### src/rtl/multiplicador_pkg.sv
// Shared types and helpers for the sequential shift-add multiplier.
package multiplicador_pkg;

    typedef enum logic [1:0] {
        IDLE = 2'd0,
        BUSY = 2'd1,
        FIX  = 2'd2,
        DONE = 2'd3
    } state_t;

    // The iteration counter has to hold the value WIDTH itself, hence WIDTH+1 codes.
    function automatic int cnt_width(input int width);
        return $clog2(width + 1);
    endfunction

endpackage

### src/rtl/multiplicador_seq_nbits_if.sv
// Operand/result handshake bundle for the sequential multiplier.
interface multiplicador_seq_nbits_if #(
    parameter int WIDTH = 4
);

    logic                 in_valid;
    logic                 in_ready;
    logic [WIDTH-1:0]     a;
    logic [WIDTH-1:0]     b;
    logic                 signed_mode;
    logic                 out_valid;
    logic                 out_ready;
    logic [2*WIDTH-1:0]   p;
    logic                 busy;

    modport master (
        output in_valid, a, b, signed_mode, out_ready,
        input  in_ready, out_valid, p, busy
    );

    modport slave (
        input  in_valid, a, b, signed_mode, out_ready,
        output in_ready, out_valid, p, busy
    );

endinterface

### src/rtl/somador_nbits.sv
// Parametrised ripple-carry adder used for the shift-add accumulate step.
module somador_nbits #(
    parameter int WIDTH = 4
) (
    input  logic [WIDTH-1:0] a,
    input  logic [WIDTH-1:0] b,
    input  logic             cin,
    output logic [WIDTH-1:0] sum,
    output logic             cout
);

    logic [WIDTH:0] carry;

    assign carry[0] = cin;

    for (genvar i = 0; i < WIDTH; i++) begin : g_bit
        assign sum[i]       = a[i] ^ b[i] ^ carry[i];
        assign carry[i + 1] = (a[i] & b[i]) | (carry[i] & (a[i] ^ b[i]));
    end

    assign cout = carry[WIDTH];

endmodule

### src/rtl/multiplicador_seq_nbits.sv
// Radix-2 shift-add multiplier: one partial product per clock, signed or unsigned per operation.
module multiplicador_seq_nbits
    import multiplicador_pkg::*;
#(
    parameter int WIDTH = 4
) (
    input logic                      clk,
    input logic                      rst_n,
    multiplicador_seq_nbits_if.slave bus
);

    localparam int                  CW       = cnt_width(WIDTH);
    localparam logic [CW-1:0]       CNT_ONE  = {{(CW - 1){1'b0}}, 1'b1};
    localparam logic [CW-1:0]       CNT_LAST = CW'(WIDTH - 1);
    localparam logic [WIDTH-1:0]    ONE_N    = {{(WIDTH - 1){1'b0}}, 1'b1};
    localparam logic [2*WIDTH-1:0]  ONE_2N   = {{(2 * WIDTH - 1){1'b0}}, 1'b1};

    state_t               state;
    logic [WIDTH-1:0]     mcand;
    logic [WIDTH-1:0]     acc_hi;
    logic [WIDTH-1:0]     mplier;
    logic                 neg;
    logic [CW-1:0]        cnt;
    logic [2*WIDTH-1:0]   p_q;
    logic                 out_valid_q;

    logic [WIDTH-1:0]     a_mag;
    logic [WIDTH-1:0]     b_mag;
    logic                 neg_in;
    logic [WIDTH-1:0]     add_sum;
    logic                 add_cout;
    logic [WIDTH:0]       partial;
    logic [WIDTH-1:0]     step_hi;
    logic [WIDTH-1:0]     step_lo;
    logic [2*WIDTH-1:0]   prod;
    logic [2*WIDTH-1:0]   prod_fixed;

    // The most-negative value maps to 2^(WIDTH-1), which still fits as an unsigned magnitude.
    always_comb begin
        a_mag  = bus.a;
        b_mag  = bus.b;
        neg_in = bus.signed_mode & (bus.a[WIDTH-1] ^ bus.b[WIDTH-1]);
        if (bus.signed_mode && bus.a[WIDTH-1]) begin
            a_mag = (~bus.a) + ONE_N;
        end
        if (bus.signed_mode && bus.b[WIDTH-1]) begin
            b_mag = (~bus.b) + ONE_N;
        end
    end

    somador_nbits #(
        .WIDTH (WIDTH)
    ) u_somador (
        .a    (acc_hi),
        .b    (mcand),
        .cin  (1'b0),
        .sum  (add_sum),
        .cout (add_cout)
    );

    // The carry rides along as the new MSB so the WIDTH+1-bit sum is never truncated.
    always_comb begin
        partial = {1'b0, acc_hi};
        if (mplier[0]) begin
            partial = {add_cout, add_sum};
        end
        step_hi = partial[WIDTH:1];
        step_lo = {partial[0], mplier[WIDTH-1:1]};
    end

    assign prod       = {acc_hi, mplier};
    assign prod_fixed = neg ? ((~prod) + ONE_2N) : prod;

    always_ff @(posedge clk or negedge rst_n) begin
        if (!rst_n) begin
            state       <= IDLE;
            mcand       <= '0;
            acc_hi      <= '0;
            mplier      <= '0;
            neg         <= 1'b0;
            cnt         <= '0;
            p_q         <= '0;
            out_valid_q <= 1'b0;
        end else begin
            case (state)
                IDLE: begin
                    if (bus.in_valid) begin
                        mcand  <= a_mag;
                        mplier <= b_mag;
                        acc_hi <= '0;
                        neg    <= neg_in;
                        cnt    <= '0;
                        state  <= BUSY;
                    end
                end
                BUSY: begin
                    acc_hi <= step_hi;
                    mplier <= step_lo;
                    cnt    <= cnt + CNT_ONE;
                    if (cnt == CNT_LAST) begin
                        state <= FIX;
                    end
                end
                FIX: begin
                    p_q         <= prod_fixed;
                    out_valid_q <= 1'b1;
                    state       <= DONE;
                end
                DONE: begin
                    if (bus.out_ready) begin
                        out_valid_q <= 1'b0;
                        state       <= IDLE;
                    end
                end
                default: begin
                    state <= IDLE;
                end
            endcase
        end
    end

    assign bus.in_ready  = (state == IDLE);
    assign bus.busy      = (state != IDLE);
    assign bus.out_valid = out_valid_q;
    assign bus.p         = p_q;

endmodule

### src/flat_wrapper.sv
// flat-port wrapper written by rule: the top's interface ports become plain ports
module multiplicador_seq_nbits_flat import multiplicador_pkg::*;
#(
    parameter int WIDTH = 4
)
  (clk, rst_n, bus_in_valid, bus_a, bus_b, bus_signed_mode, bus_out_ready, bus_in_ready, bus_out_valid, bus_p, bus_busy);
  multiplicador_seq_nbits_if #(.WIDTH(WIDTH)) bus_i ();
  input logic clk;
  input logic rst_n;
  input wire logic [$bits(bus_i.in_valid)-1:0] bus_in_valid;
  input wire logic [$bits(bus_i.a)-1:0] bus_a;
  input wire logic [$bits(bus_i.b)-1:0] bus_b;
  input wire logic [$bits(bus_i.signed_mode)-1:0] bus_signed_mode;
  input wire logic [$bits(bus_i.out_ready)-1:0] bus_out_ready;
  output wire logic [$bits(bus_i.in_ready)-1:0] bus_in_ready;
  output wire logic [$bits(bus_i.out_valid)-1:0] bus_out_valid;
  output wire logic [$bits(bus_i.p)-1:0] bus_p;
  output wire logic [$bits(bus_i.busy)-1:0] bus_busy;
  assign bus_i.in_valid = bus_in_valid;
  assign bus_i.a = bus_a;
  assign bus_i.b = bus_b;
  assign bus_i.signed_mode = bus_signed_mode;
  assign bus_i.out_ready = bus_out_ready;
  assign bus_in_ready = bus_i.in_ready;
  assign bus_out_valid = bus_i.out_valid;
  assign bus_p = bus_i.p;
  assign bus_busy = bus_i.busy;
  multiplicador_seq_nbits #(.WIDTH(WIDTH)) u_core (.clk(clk), .rst_n(rst_n), .bus(bus_i));
endmodule
### config.mk
export PLATFORM = sky130hd
export DESIGN_NAME = multiplicador_seq_nbits_flat
export DESIGN_NICKNAME = d
export VERILOG_FILES = /design/src/rtl/multiplicador_pkg.sv /design/src/rtl/multiplicador_seq_nbits_if.sv /design/src/rtl/somador_nbits.sv /design/src/rtl/multiplicador_seq_nbits.sv /design/src/flat_wrapper.sv
export SDC_FILE = /design/constraint.sdc
export NUM_CORES = 1
export LEC_CHECK = 0
export BUFFER_PORTS_ARGS = -buffer_cell sky130_fd_sc_hd__buf_2
export CORE_MARGIN = 2
export CORE_UTILIZATION = 56
export CTS_CLUSTER_DIAMETER = 80
export DETAILED_ROUTE_END_ITERATION = 7
export GPL_ROUTABILITY_DRIVEN = 0
export GPL_TIMING_DRIVEN = 0
export MAX_ROUTING_LAYER = met4
export PLACE_DENSITY = 0.86
export SLEW_MARGIN = 20
export SYNTH_ARGS = -nofsm -noshare
export SYNTH_HDL_FRONTEND = slang
export SYNTH_SLANG_ARGS = --single-unit
export TNS_END_PERCENT = 30
### constraint.sdc
create_clock -name clk -period 5.9 [get_ports clk]
set_input_delay 0.885 -clock clk [delete_from_list [all_inputs] [get_ports clk]]
set_output_delay 0.885 -clock clk [all_outputs]
set_load 0.02 [all_outputs]
# Word-level counts from Yosys, hierarchy flattened
# Cells that the tools add are included.
[totals] register_bits=27 input_bits=13 output_inout_bits=11 word_cells=67
[classes] n_addsub=4 n_eq_ne=7 mux=16 n_bitwise=22 n_reduce_logical=10
[ops] cell="two-way mux 4 bit" n=4
[ops] cell="one-hot mux 4 bit (2 select lines)" n=2
[ops] cell="adder 4 x 1 -> 4 bit, second input constant" n=2
[ops] cell="adder 8 x 1 -> 8 bit, second input constant" n=1
[ops] cell="bitwise AND 1 bit" n=8
[ops] cell="two-way mux 8 bit" n=1
[ops] cell="NOT 4 bit" n=2
[ops] cell="NOT 8 bit" n=1
[ops] cell="one-hot mux 2 bit (4 select lines)" n=1
[ops] cell="bitwise XOR 1 bit" n=8
[ops] cell="two-way mux 2 bit" n=3
[ops] cell="one-hot mux 3 bit (2 select lines)" n=1
[ops] cell="AND reduction 2 bit" n=3
[ops] cell="nonzero test 2 bit" n=3
[ops] cell="two-way mux 5 bit" n=1
[ops] cell="equality test 2 bit, second input constant" n=2
[ops] cell="!= test 2 bit, second input constant" n=2
[ops] cell="adder 3 x 1 -> 3 bit, second input constant" n=1
[ops] cell="equality test 3 x 2 -> 1 bit, second input constant" n=1
[ops] cell="two-way mux 3 bit" n=1
[ops] cell="bitwise OR 1 bit" n=3
[ops] cell="AND reduction 3 bit" n=1
[ops] cell="equality test 2 x 1 -> 1 bit, second input constant" n=1
[ops] cell="logical AND 1 bit" n=2
[ops] cell="other kinds (4)" n=4

# Longest topological paths before layout
# Gate-level depths: netlist (run 1).
[depth] depth_word=9 ltp_mapped=10 depth_no_buf=10

# Modules after synthesis
# Synthesis (run 1) repeated with hierarchy kept, for this count alone.
[hier_totals] cells_unflattened=174 hier_area_um2=1675.4
[modules_own_cells] module="multiplicador_seq_nbits" instances=1 cells_each=160 area_per_inst_um2=1557.7 seq_area_each_um2=675.6
[modules_own_cells] module="somador_nbits" instances=1 cells_each=14 area_per_inst_um2=117.6 seq_area_each_um2=0.0

# Worst setup path before layout (run 1)
# Ideal clock, no wire load.
[synth_path] kind="register to register" start="register u_core.acc_hi[0]" end="register u_core.acc_hi[2]" setup_ns=0.122 t_arrival_ns=2.069 t_required_ns=5.778 path_slack_ns=3.709 path_stages_with_launch=11 path_buffers=0 synth_period_minus_slack_ns=2.191 cell_sequence="dfrtp_1 ha_1 inv_1 fa_1 inv_1 fa_1 inv_1 fa_1 nor2b_1 o21ai_0 o21ai_1"
[synth_via] elab_chain_cells=8
[synth_lines] item="start, declared" line="multiplicador_seq_nbits.sv:20" rtl="logic [WIDTH-1:0] acc_hi;"
[synth_lines] item="start signal, assigned" line="multiplicador_seq_nbits.sv:97" rtl="acc_hi <= step_hi;"
[synth_lines] item="bitwise AND 1 bit (2 in a row)" line="somador_nbits.sv:18" rtl="assign carry[i + 1] = (a[i] & b[i]) | (carry[i] & (a[i] ^ b[i]));"
[synth_lines] item="bitwise OR 1 bit" line="somador_nbits.sv:18"
[synth_lines] item="bitwise AND 1 bit" line="somador_nbits.sv:18"
[synth_lines] item="bitwise OR 1 bit" line="somador_nbits.sv:18"
[synth_lines] item="bitwise XOR 1 bit" line="somador_nbits.sv:17" rtl="assign sum[i] = a[i] ^ b[i] ^ carry[i];"
[synth_lines] item="two-way mux 5 bit" line="multiplicador_seq_nbits.sv:64" rtl="if (mplier[0]) begin"
[synth_lines] item="one-hot mux 4 bit (2 select lines)" line="multiplicador_seq_nbits.sv:85" rtl="case (state)"
# Every way passes these cells.
# A chain may end at the register's enable or synchronous reset.

# Final worst setup path (run 1)
# Ends and elaborated chain as after synthesis.

==> results of run 1 <==
## metal layers
layer / GRT usage / up-vias / share of wire
met4: 0.04444 / 0 / 0.0068
met2: 0.3230 / 25 / 0.47
met5: - / - / 0
met1: 0.2871 / 639 / 0.49
li1: - / 675 / -
met3: 0.03680 / 2 / 0.035
## state kept, by name, indices dropped and copies added (netlist names)
| signal | cells |
|---|---|
| u_core.bus.p | 8 |
| u_core.acc_hi | 4 |
| u_core.mcand | 4 |
| u_core.mplier | 4 |
| u_core.cnt | 3 |
| u_core.state | 2 |
| u_core.bus.out_valid | 1 |
| u_core.neg | 1 |
## worst min-delay path, delay by kind of cell, from the launching register on
family | cells | cell delay, ns
DFF | 1 | 0.37
AOI/OAI and AO/OA | 1 | 0.06
and+or+nand+nor | 1 | 0.05
## placed cells by master, fill, tap and decap left out, types with 3 or more instances in the layout
cell       n
nor2_1     8
fa_1       3
xor2_1     4
a31oi_1    3
nand4_1    3
o21ai_0    8
buf_4      3
nand2_1   18
nand3b_1   4
buf_2     25
dfrtp_1   27
clkbuf_4   3
o31ai_1    5
o21ai_1    4
ha_1      10
a21oi_1    6
mux2i_1    6
inv_1     21
nor2b_1    8
## area by class of cell
cell class              instances  area (µm²)  share of cell area
clock buffers                   4       26.28             0.01373
plain buffers                   9       57.56             0.03007
multi-input cells             122       924.6              0.4830
inverters                      21       78.83             0.04118
repair buffers                 22       110.1             0.05752
well taps                      33       41.29             0.02157
flip-flops and latches         27       675.6              0.3529
## path summary, 6_finish.rpt
path,from,endpoint,slack [ns],depth (start not counted)
max in group asynchronous,rst_n,u_core.mcand[2]$_DFFE_PN0P_,4.98,1
min in group asynchronous,rst_n,u_core.bus.p[5]$_DFFE_PN0P_,0.54,1
setup reg to reg,u_core.acc_hi[0]$_DFFE_PN0P_,u_core.acc_hi[2]$_DFFE_PN0P_,3.58,10
hold / removal,u_core.mcand[3]$_DFFE_PN0P_,u_core.mcand[3]$_DFFE_PN0P_,0.49,2
setup / recovery,u_core.acc_hi[0]$_DFFE_PN0P_,u_core.acc_hi[2]$_DFFE_PN0P_,3.58,10
hold reg to reg,u_core.mcand[3]$_DFFE_PN0P_,u_core.mcand[3]$_DFFE_PN0P_,0.49,2
## kinds of logic after synthesis
logic type | after synthesis
AND/OR/NAND/NOR | 51
AO/OA/AOI/OAI | 42
buffers and inverters | 30
flip-flops | 27
adder cells (fa/ha/maj) | 13
multiplexers | 10
XOR/XNOR | 6
## synthesized netlist by cell type (all sizes together)
master,instances
nor2,8
nor2b,9
nand2,19
o311ai,1
a31oi,3
nor3b,1
a2111o,2
o31ai,5
a311oi,2
a22oi,1
inv,21
xor2,4
dfrtp,27
a21oi,6
o221ai,1
nand2b,2
ha,10
o211ai,2
buf,7
mux2i,7
clkbuf,2
o2bb2ai,1
nand3b,4
fa,3
a22o,1
xnor2,2
o21ai,12
a2111oi,1
nand3,2
a32oi,1
a221oi,1
nand4,3
mux2,3
a21boi,2
nor4,1
nor3,2
## power by group
group	leakage (nW)	internal, mW	switching, mW
combinational	0.542	0.235	0.310
sequential	0.336	0.262	0.0629
clock	0.0150	0.0264	0.0545
total	0.892	0.524	0.427
==> impl_results.md, run 1 <==
- Status: complete, no violations
- Startpoint Class: flop
- Detail Route Antenna Nets: 0
- Max clock buf depth: 2
- Via density: approximately 5.6
- CP endpoint kind: flop
- Final period util: 0.3931
- Synth area leader: dfrtp_1
- Drt wl/cell: roughly 13 µm
- Hold Path Class: flop to flop
- Critical Path Max Stage Delay: 0.52 ns
- Rel. slew slack: 0.6125
- Post-Layout Cell Count: 238
- Ant diodes: 0
- Max-cap violations: 0
- Vias: 1341
- Crit path DAT: ~2.5 ns
- Seq/Total Area, Yosys: 0.3890
- Cell area after synthesis: 1737 µm²
- Syn-to-layout area delta: 10.23%
- Drt drc: 0
- DIE AREA: approximately 3600 µm²
- Post-Synthesis Cells: around 180
- Mux cell area share after synthesis: 0.06916
- DP Wirelength: between 2 and 2.5 mm
- Final instance area: between 1500 and 2000 µm²
- Final hold viol count: 0
- Share of layout cells above drive strength 1: 0.2000
- Fin. max-slew vios: 0
- # IOs: 24
- Largest net degree at the start of global routing: 28
- Net Count, Synth: about 200
- Setup violators final: 0
- Die Y: 59.69 µm
- Xor and xnor area share after synthesis: 0.03026
- Max Clock Skew: between 0.004 and 0.005 ns
- VDD IR max: 0.2021 mV
- Overflow after GRT: 0
- Synth Area in Adders: 0.1066
- Final TNS setup: 0 ns
- CP Cell Sequence: ha_1 -> inv_1 -> fa_1 -> inv_1 -> fa_1 -> inv_1 -> fa_1 -> nor2b_1 -> o21ai_0 -> o21ai_1
- Area contributors post-synth: dfrtp_1 (39%), ha_1 (7.2%), inv_1 (4.5%)
- # resized after CTS: 0
- Die width: 59.69 µm
- Layout Nets: about 230
- Synth Register Bits: 27
- Slowest cell on the critical path: fa_1
- Rows: 20
- Crit Path Category: flop to flop
- Clk Latency, worst-skew pair: ~0.32 ns
- Syn_area_per_cell: ~9.7 µm²
- Hold slack: about 0.49 ns
- DP Area: roughly 1900 µm²
- Overall routing resource usage: 0.2080
- Cts hold-fix bufs: 0
- Post-synth top area share: 0.3890
- Routed WL: 3.092 mm
- Compound-Gate Fraction of Synth Area: 0.1744
- Simple-gate share of the synthesized area: 0.1520
- Clk root buf: clkbuf_4
- Layout fillers: around 260
- First-pass GRT wire length: 5.582 mm
- IO Port Bufs: 22
- CTS tree: built
- Slew @ Worst Pin: 0.5812 ns
- CTS Buf Count: 3
- Placed cell count: approximately 230
- Initial antenna violation count: 0
- Pre-antenna DRT Iters: 4
- Power density cells: 496.8 nW/µm²
- Core area: approximately 3000 µm²
- Final core occ: 0.6375
- Total power: ~950 µW
- Fmax: approximately 0.43 GHz
- RSZ-0062 raised after global routing: false
- Worst path top cell family by delay: adder cells
- Largest fanout on the critical path: 7
- H-tree levels: 1
- Reg clk slew, reported paths: between 0.1 and 0.15 ns
- Clk sinks: 27
- Initial drt markers: 66
- Ys Warns: 0
- Setup ws final: 3.581 ns
- Worst slack, placed: between 3 and 4 ns
- Buf+Inv Stages, Crit Path: 3
- Minimum clock period: 2.319 ns
- Worst EP required: ~6.1 ns
- Pleak: approximately 0.89 nW
- Largest family of logic cells by synthesized area: compound AO/OA/AOI/OAI gates
- Postcts setup bufs: 0
- Yosys cell types: 44
- Initial Utilization: 0.5783
- Number of global-route vias before repair: roughly 1200
No activity file was read; power rests on OpenSTA's default activity.
==> run 2, diff against run 1 <==
- CORE_UTILIZATION: 56 -> 51
- PLACE_DENSITY: 0.86 -> 0.83
- clock period: 5.9 -> 1.9 ns (I/O delays scaled with it)
==> impl_results.md, run 2 (synthesis results as in run 1) <==
- Clk Latency, worst-skew pair: 0.32 ns (about the same)
- Most used cell, CP: inv_2
- Vias: 1326 (-1.1%)
- Worst slack, placed: -0.2287 ns (-3.820 ns)
- Largest fanout on the critical path: 2 (-5)
- Clock network fraction of total power: 0.082 (-0.003)
- Drt wl/cell: 12.35 µm (-4.9%)
- Most frequent cells in the layout: buf_2 (25), dfrtp_1 (25), inv_1 (18), nand2_1 (18), ha_1 (9)
- CTS tree: built
- H-tree levels: 1 (unchanged)
- Final period util: 1.056 (+0.6631)
- VDD IR max: 0.5249 mV (+160%)
- Rel. slew slack: 0.6048 (-0.007753)
- Number of global-route vias before repair: 1251 (+0.48%)
- Pre-antenna DRT Iters: 4 (unchanged)
- Placed cell count: 247 (+5.6%)
- Max-cap violations: 0 (unchanged)
- Clk root buf: clkbuf_4
- Met1 Routed Length: 1.493 mm (-0.86%)
- Ant diodes: 0 (unchanged)
- Crit path DAT: 2.27 ns (-0.27 ns)
- Startpoint Class: flop
- Failing checks: negative setup slack
- DIE AREA: 3888 µm² (+9.1%)
- Combinational Power Share: 0.574 (about the same)
- Fin. max-slew vios: 0 (unchanged)
- # IOs: 24 (unchanged)
- Hold Path Class: input port to flop
- Rows: 21 (+5.0%)
- Minimum clock period: 2.007 ns (-0.3126 ns)
- Share of layout cells above drive strength 1: 0.2415 (+0.04155)
- Highest routed layer: met4
- Initial drt markers: 63 (-4.5%)
- Worst path top cell family by delay: adder cells
- Initial antenna violation count: 0 (unchanged)
- CTS Buf Count: 3 (unchanged)
- Slowest cell on the critical path: dfrtp_2
- Internal cell power: 1.636 mW (+210%)
- Max clock buf depth: 2 (unchanged)
- Setup violators final: 1 (+1)
- Status: finished with violations
- Slew @ Worst Pin: 0.5929 ns (+0.01163 ns)
- RSZ-0062 raised after global routing: true
- CP Cell Sequence: ha_4 -> inv_2 -> fa_2 -> inv_2 -> fa_2 -> inv_2 -> fa_1 -> nor2b_1 -> o21ai_1 -> o21ai_1
- Syn-to-layout area delta: 13.33%
- Detail Route Antenna Nets: 0 (unchanged)
- Routed WL: 3.125 mm (+1.1%)
- Worst EP required: 2.16 ns (-3.97 ns)
- DP Wirelength: 2.315 mm (-0.80%)
- Reg clk slew, reported paths: 0.14 ns (about the same)
- Met3 routed wirelength: 94 µm (-12%)
- Clk sinks: 27 (unchanged)
- Largest net degree at the start of global routing: 28 (unchanged)
- CP endpoint kind: flop
- Die width: 62.36 µm (+4.5%)
- Drt drc: 0 (unchanged)
- Layout Nets: 234 (+0.86%)
- Max Clock Skew: 0.001812 ns (-0.003026 ns)
- Fmax: 0.4983 GHz (+16%)
- Critical Path Max Stage Delay: 0.45 ns (-0.07 ns)
- Post-Layout Cell Count: 253 (+6.3%)
- Sequential power share: 0.344 (+0.003)
- Initial Utilization: 0.5246 (-0.05377)
- Core area: 3311 µm² (+10%)
- Net switching power: 1.327 mW (+210%)
- Crit Path Category: flop to flop
- Power density cells: 1506 nW/µm² (+200%)
- Final hold viol count: 0 (unchanged)
- Overflow after GRT: 0 (unchanged)
- Met2 wire len: 1.515 mm (+3.9%)
- First-pass GRT wire length: 5.713 mm (+2.3%)
- Pleak: 0.8926 nW (about the same)
- Max reg flops: 8 (unchanged)
- IO Port Bufs: 22 (unchanged)
- Via density: 5.241 (-7.0%)
- Die Y: 62.36 µm (+4.5%)
- Switching fraction of total power: 0.4478 (-0.001598)
- Total power: 2.963 mW (+210%)
- Buf+Inv Stages, Crit Path: 3 (unchanged)
- Setup ws final: -0.1069 ns (-3.687 ns)
- Overall routing resource usage: 0.1841 (-0.02382)
[run 2: changes by cell type in the layout (fill, tap and decap cells not counted), sizes merged]
cell         previous run  this run
buf                    29        30
dlygate4sd3             0         1
[run 2: worst reg2reg max path, delay by kind of cell (launching register included)]
| kind | cells | cell delay (ns) |
|---|---|---|
| flops | 1 | 0.45 |
| buf+inv | 3 | 0.14 |
| compound gates | 2 | 0.18 |
| fa+ha+maj | 4 | 1.06 |
| simple gates | 1 | 0.13 |
[run 2: power by group through the flow]
stage | Combinational (mW) | Sequential [mW] | Clock, mW
2_1_floorplan | 1.25 | 1.08 | 0
3_3_place_gp | 1.64 | 1.02 | 0
3_5_place_dp | 1.70 | 1.03 | 0
4_1_cts | 1.71 | 1.02 | 0.257
5_1_grt | 1.93 | 1.06 | 0.282
6_report | 1.70 | 1.02 | 0.243
[run 2: stage by stage]
stage	setup TNS, ns	area [µm²]	hold WS [ns]	util
after floorplan	-0.1182	1744	-0.01059	-
after global placement	-0.3348	1912	0.3268	0.5775
after detailed placement	-0.4070	1912	0.3268	0.5775
after CTS	-0.1202	1967	0.2332	0.5941
after global routing	-0.2657	1968	0.2333	0.5945
final	-0.1069	1968	0.2348	0.5945
[run 2: path summary, 6_finish.rpt]
path	startpoint	to	slack, ns	depth (start not counted)
worst max-delay path	u_core.acc_hi[0]$_DFFE_PN0P_	u_core.acc_hi[2]$_DFFE_PN0P_	-0.11	10
worst min-delay path	bus_a[3]	u_core.mcand[3]$_DFFE_PN0P_	0.23	3
worst max register to register	u_core.acc_hi[0]$_DFFE_PN0P_	u_core.acc_hi[2]$_DFFE_PN0P_	-0.11	10
worst min register to register	u_core.mcand[3]$_DFFE_PN0P_	u_core.mcand[3]$_DFFE_PN0P_	0.51	2
max in group asynchronous	rst_n	u_core.acc_hi[0]$_DFFE_PN0P_	1.00	2
min in group asynchronous	rst_n	u_core.bus.p[7]$_DFFE_PN0P_	0.48	2
[run 2: area by class of cell]
type | count | area [µm²]
tap | 46 | 57.56
sequential | 27 | 678.2
timing repair buffer | 24 | 127.6
multi-input combinational | 122 | 942.2
buffer | 9 | 57.56
fill | 289 | 1343
clock buffer | 4 | 26.28
inverter | 21 | 78.83
[run 2: what timing repair did]
item	4_1_cts	5_1_grt
hold buffers	1	0
pin swaps	1	1
setup endpoints to repair	3	3
resized for setup	2	1
setup buffers	1	0
hold endpoints to repair	27	0
[run 2: layer usage]
metal,track usage,vias up
li1,-,678
met1,0.2494,617
met2,0.2962,28
met3,0.01630,3
met4,0.05833,0
met5,-,-
==> run 3, diff against run 2 <==
- BUFFER_PORTS_ARGS: -buffer_cell sky130_fd_sc_hd__buf_2 -> -buffer_cell sky130_fd_sc_hd__buf_4
==> impl_results.md, run 3 (synthesis results as in run 1) <==
- IO Port Bufs: 22 (unchanged)
- Max Clock Skew: 0.002259 ns (+0.0004464 ns)
- Hold Path Class: input port to flop
- CTS tree: built
- Final hold viol count: 0 (unchanged)
- Rel. slew slack: 0.7348 (+0.1300)
- Pleak: 0.9159 nW (+2.6%)
- Fin. max-slew vios: 0 (unchanged)
- Layout fillers: 307 (+6.2%)
- Worst slack, placed: -0.2468 ns (-0.01813 ns)
- Cells on worst reg2reg path: 10 (unchanged)
- Drt wl/cell: 13.14 µm (+6.4%)
- Final core occ: 0.6119 (+0.01739)
- Initial Utilization: 0.5246 (unchanged)
- Pre-antenna DRT Iters: 4 (unchanged)
- Most used cell, CP: inv_2
- Most frequent cells in the layout: buf_4 (27), dfrtp_1 (25), inv_1 (18), nand2_1 (18), ha_1 (9)
- Worst Setup SP: u_core.acc_hi[0]$_DFFE_PN0P_
- Register area: 678.2 µm² (unchanged)
- Multi-input combinational cell area: 937.1 µm² (-0.53%)
- Largest fanout on the critical path: 2 (unchanged)
- Detail Route Antenna Nets: 0 (unchanged)
- Number of global-route vias before repair: 1329 (+6.2%)
- Setup ws final: -0.1717 ns (-0.06482 ns)
- Rows: 21 (unchanged)
- H-tree levels: 1 (unchanged)
- Clk Latency, worst-skew pair: 0.32 ns (about the same)
- Worst reg2reg startpoint: u_core.acc_hi[0]$_DFFE_PN0P_
- Worst EP required: 2.17 ns (about the same)
- Die width: 62.36 µm (unchanged)
- Syn-to-layout area delta: 16.64%
- CP endpoint kind: flop
- Commonest non-fill, non-tap cell in the layout: buf_4
- Clk sinks: 27 (unchanged)
- Max reg flops: 8 (unchanged)
- DP Area: 1967 µm² (+2.9%)
- Crit Path Category: flop to flop
- Hold Crit Endpoint: u_core.mcand[3]$_DFFE_PN0P_
- Overall routing resource usage: 0.1939 (+0.009763)
- Clk root buf: clkbuf_4
- Slew @ Worst Pin: 0.3945 ns (-0.1983 ns)
- Ant diodes: 0 (unchanged)
- Die Y: 62.36 µm (unchanged)
- Largest net degree at the start of global routing: 28 (unchanged)
- Routed WL: 3.338 mm (+6.8%)
- Initial drt markers: 54 (-14%)
- First-pass GRT wire length: 5.968 mm (+4.5%)
- Final period util: 1.090 (+0.03412)
- RSZ-0062 raised after global routing: true
- Power density cells: 1513 nW/µm² (+0.47%)
- Via density: 5.421 (+3.4%)
- Overflow after GRT: 0 (unchanged)
- Layout Nets: 235 (+0.43%)
- # IOs: 24 (unchanged)
- Failing checks: negative setup slack
- Crit path DAT: 2.34 ns (+0.07 ns)
- R2R setup slack: -0.17 ns (-0.06 ns)
- Slowest cell on the critical path: dfrtp_2
- Drt drc: 0 (unchanged)
- Status: finished with violations
- RR Endpoint: u_core.acc_hi[2]$_DFFE_PN0P_
- Hold Path Stages: 3 (unchanged)
- Critical Path Max Stage Delay: 0.44 ns (about the same)
- DP Wirelength: 2.469 mm (+6.6%)
- Reg clk slew, reported paths: 0.14 ns (about the same)
- Setup violators final: 2 (+1)
- Max clock buf depth: 2 (unchanged)
- Final instance area: 2026 µm² (+2.9%)
- Startpoint Class: flop
- Max-cap violations: 0 (unchanged)
- Fmax: 0.4827 GHz (-3.1%)
- CTS Buf Count: 3 (unchanged)
- Core area: 3311 µm² (unchanged)
- CP Cell Sequence: ha_2 -> inv_2 -> fa_2 -> inv_2 -> fa_2 -> inv_2 -> fa_1 -> nor2b_1 -> o21ai_1 -> o21ai_1
- Share of layout cells above drive strength 1: 0.2500 (+0.008454)
- Initial antenna violation count: 0 (unchanged)
- HP Start: bus_a[3]
- Vias: 1377 (+3.8%)
- Minimum clock period: 2.072 ns (+0.06482 ns)
- DIE AREA: 3888 µm² (unchanged)
- VDD IR max: 0.5915 mV (+13%)
run 3: area by class of cell:
type	count	area share
inverter	21	0.03891
tap	46	0.02841
sequential	27	0.3348
buffer	9	0.02841
multi-input combinational	122	0.4626
clock buffer	4	0.01297
timing repair buffer	25	0.09389
run 3: report_power, final:
group	switching, mW	internal (mW)
sequential	0.210	0.815
clock	0.166	0.0823
combinational	0.987	0.803
run 3: routing by layer:
layer  track usage  vias to the layer above  wire (µm)  share of wire
met5             -                        -          0              0
met4       0.08056                        0         50          0.015
met3       0.01812                        5         77          0.023
met2        0.3111                       24       1629           0.49
met1        0.2547                      666       1581           0.47
li1              -                      682          -              -
run 3: worst max path at each step:
stage                                    to  slack, ns
3_3_place_gp   u_core.acc_hi[2]$_DFFE_PN0P_      -0.20
4_1_cts        u_core.acc_hi[2]$_DFFE_PN0P_      -0.16
3_5_place_dp   u_core.acc_hi[2]$_DFFE_PN0P_      -0.25
2_1_floorplan  u_core.acc_hi[2]$_DFFE_PN0P_      -0.12
5_1_grt        u_core.acc_hi[2]$_DFFE_PN0P_      -0.21
6_report       u_core.acc_hi[2]$_DFFE_PN0P_      -0.17
run 3: through the flow:
stage	total power [mW]	std cells	TNS, ns	hold WS (ns)
floorplan	2.325	179	-0.1182	-0.01059
global placement	2.725	247	-0.3419	0.2154
global route	3.350	254	-0.2757	0.2437
finish	3.064	254	-0.1826	0.2345
detailed placement	2.814	247	-0.4724	0.2172
CTS	3.079	253	-0.1624	0.2351
run 3: repair_timing:
item,in CTS,in global routing
buffers inserted,1,1
resized for setup,2,1
pin swaps,0,2
hold buffers,1,0
hold endpoints to repair,27,0
gates cloned,0,0
setup endpoints to repair,3,3
run 3: critical path: cells and delay by family (launching register included):
kind	cells	cell delay (ns)
simple gates	1	0.14
compound gates	2	0.20
fa+ha+maj	4	1.08
buf+inv	3	0.15
flops	1	0.44
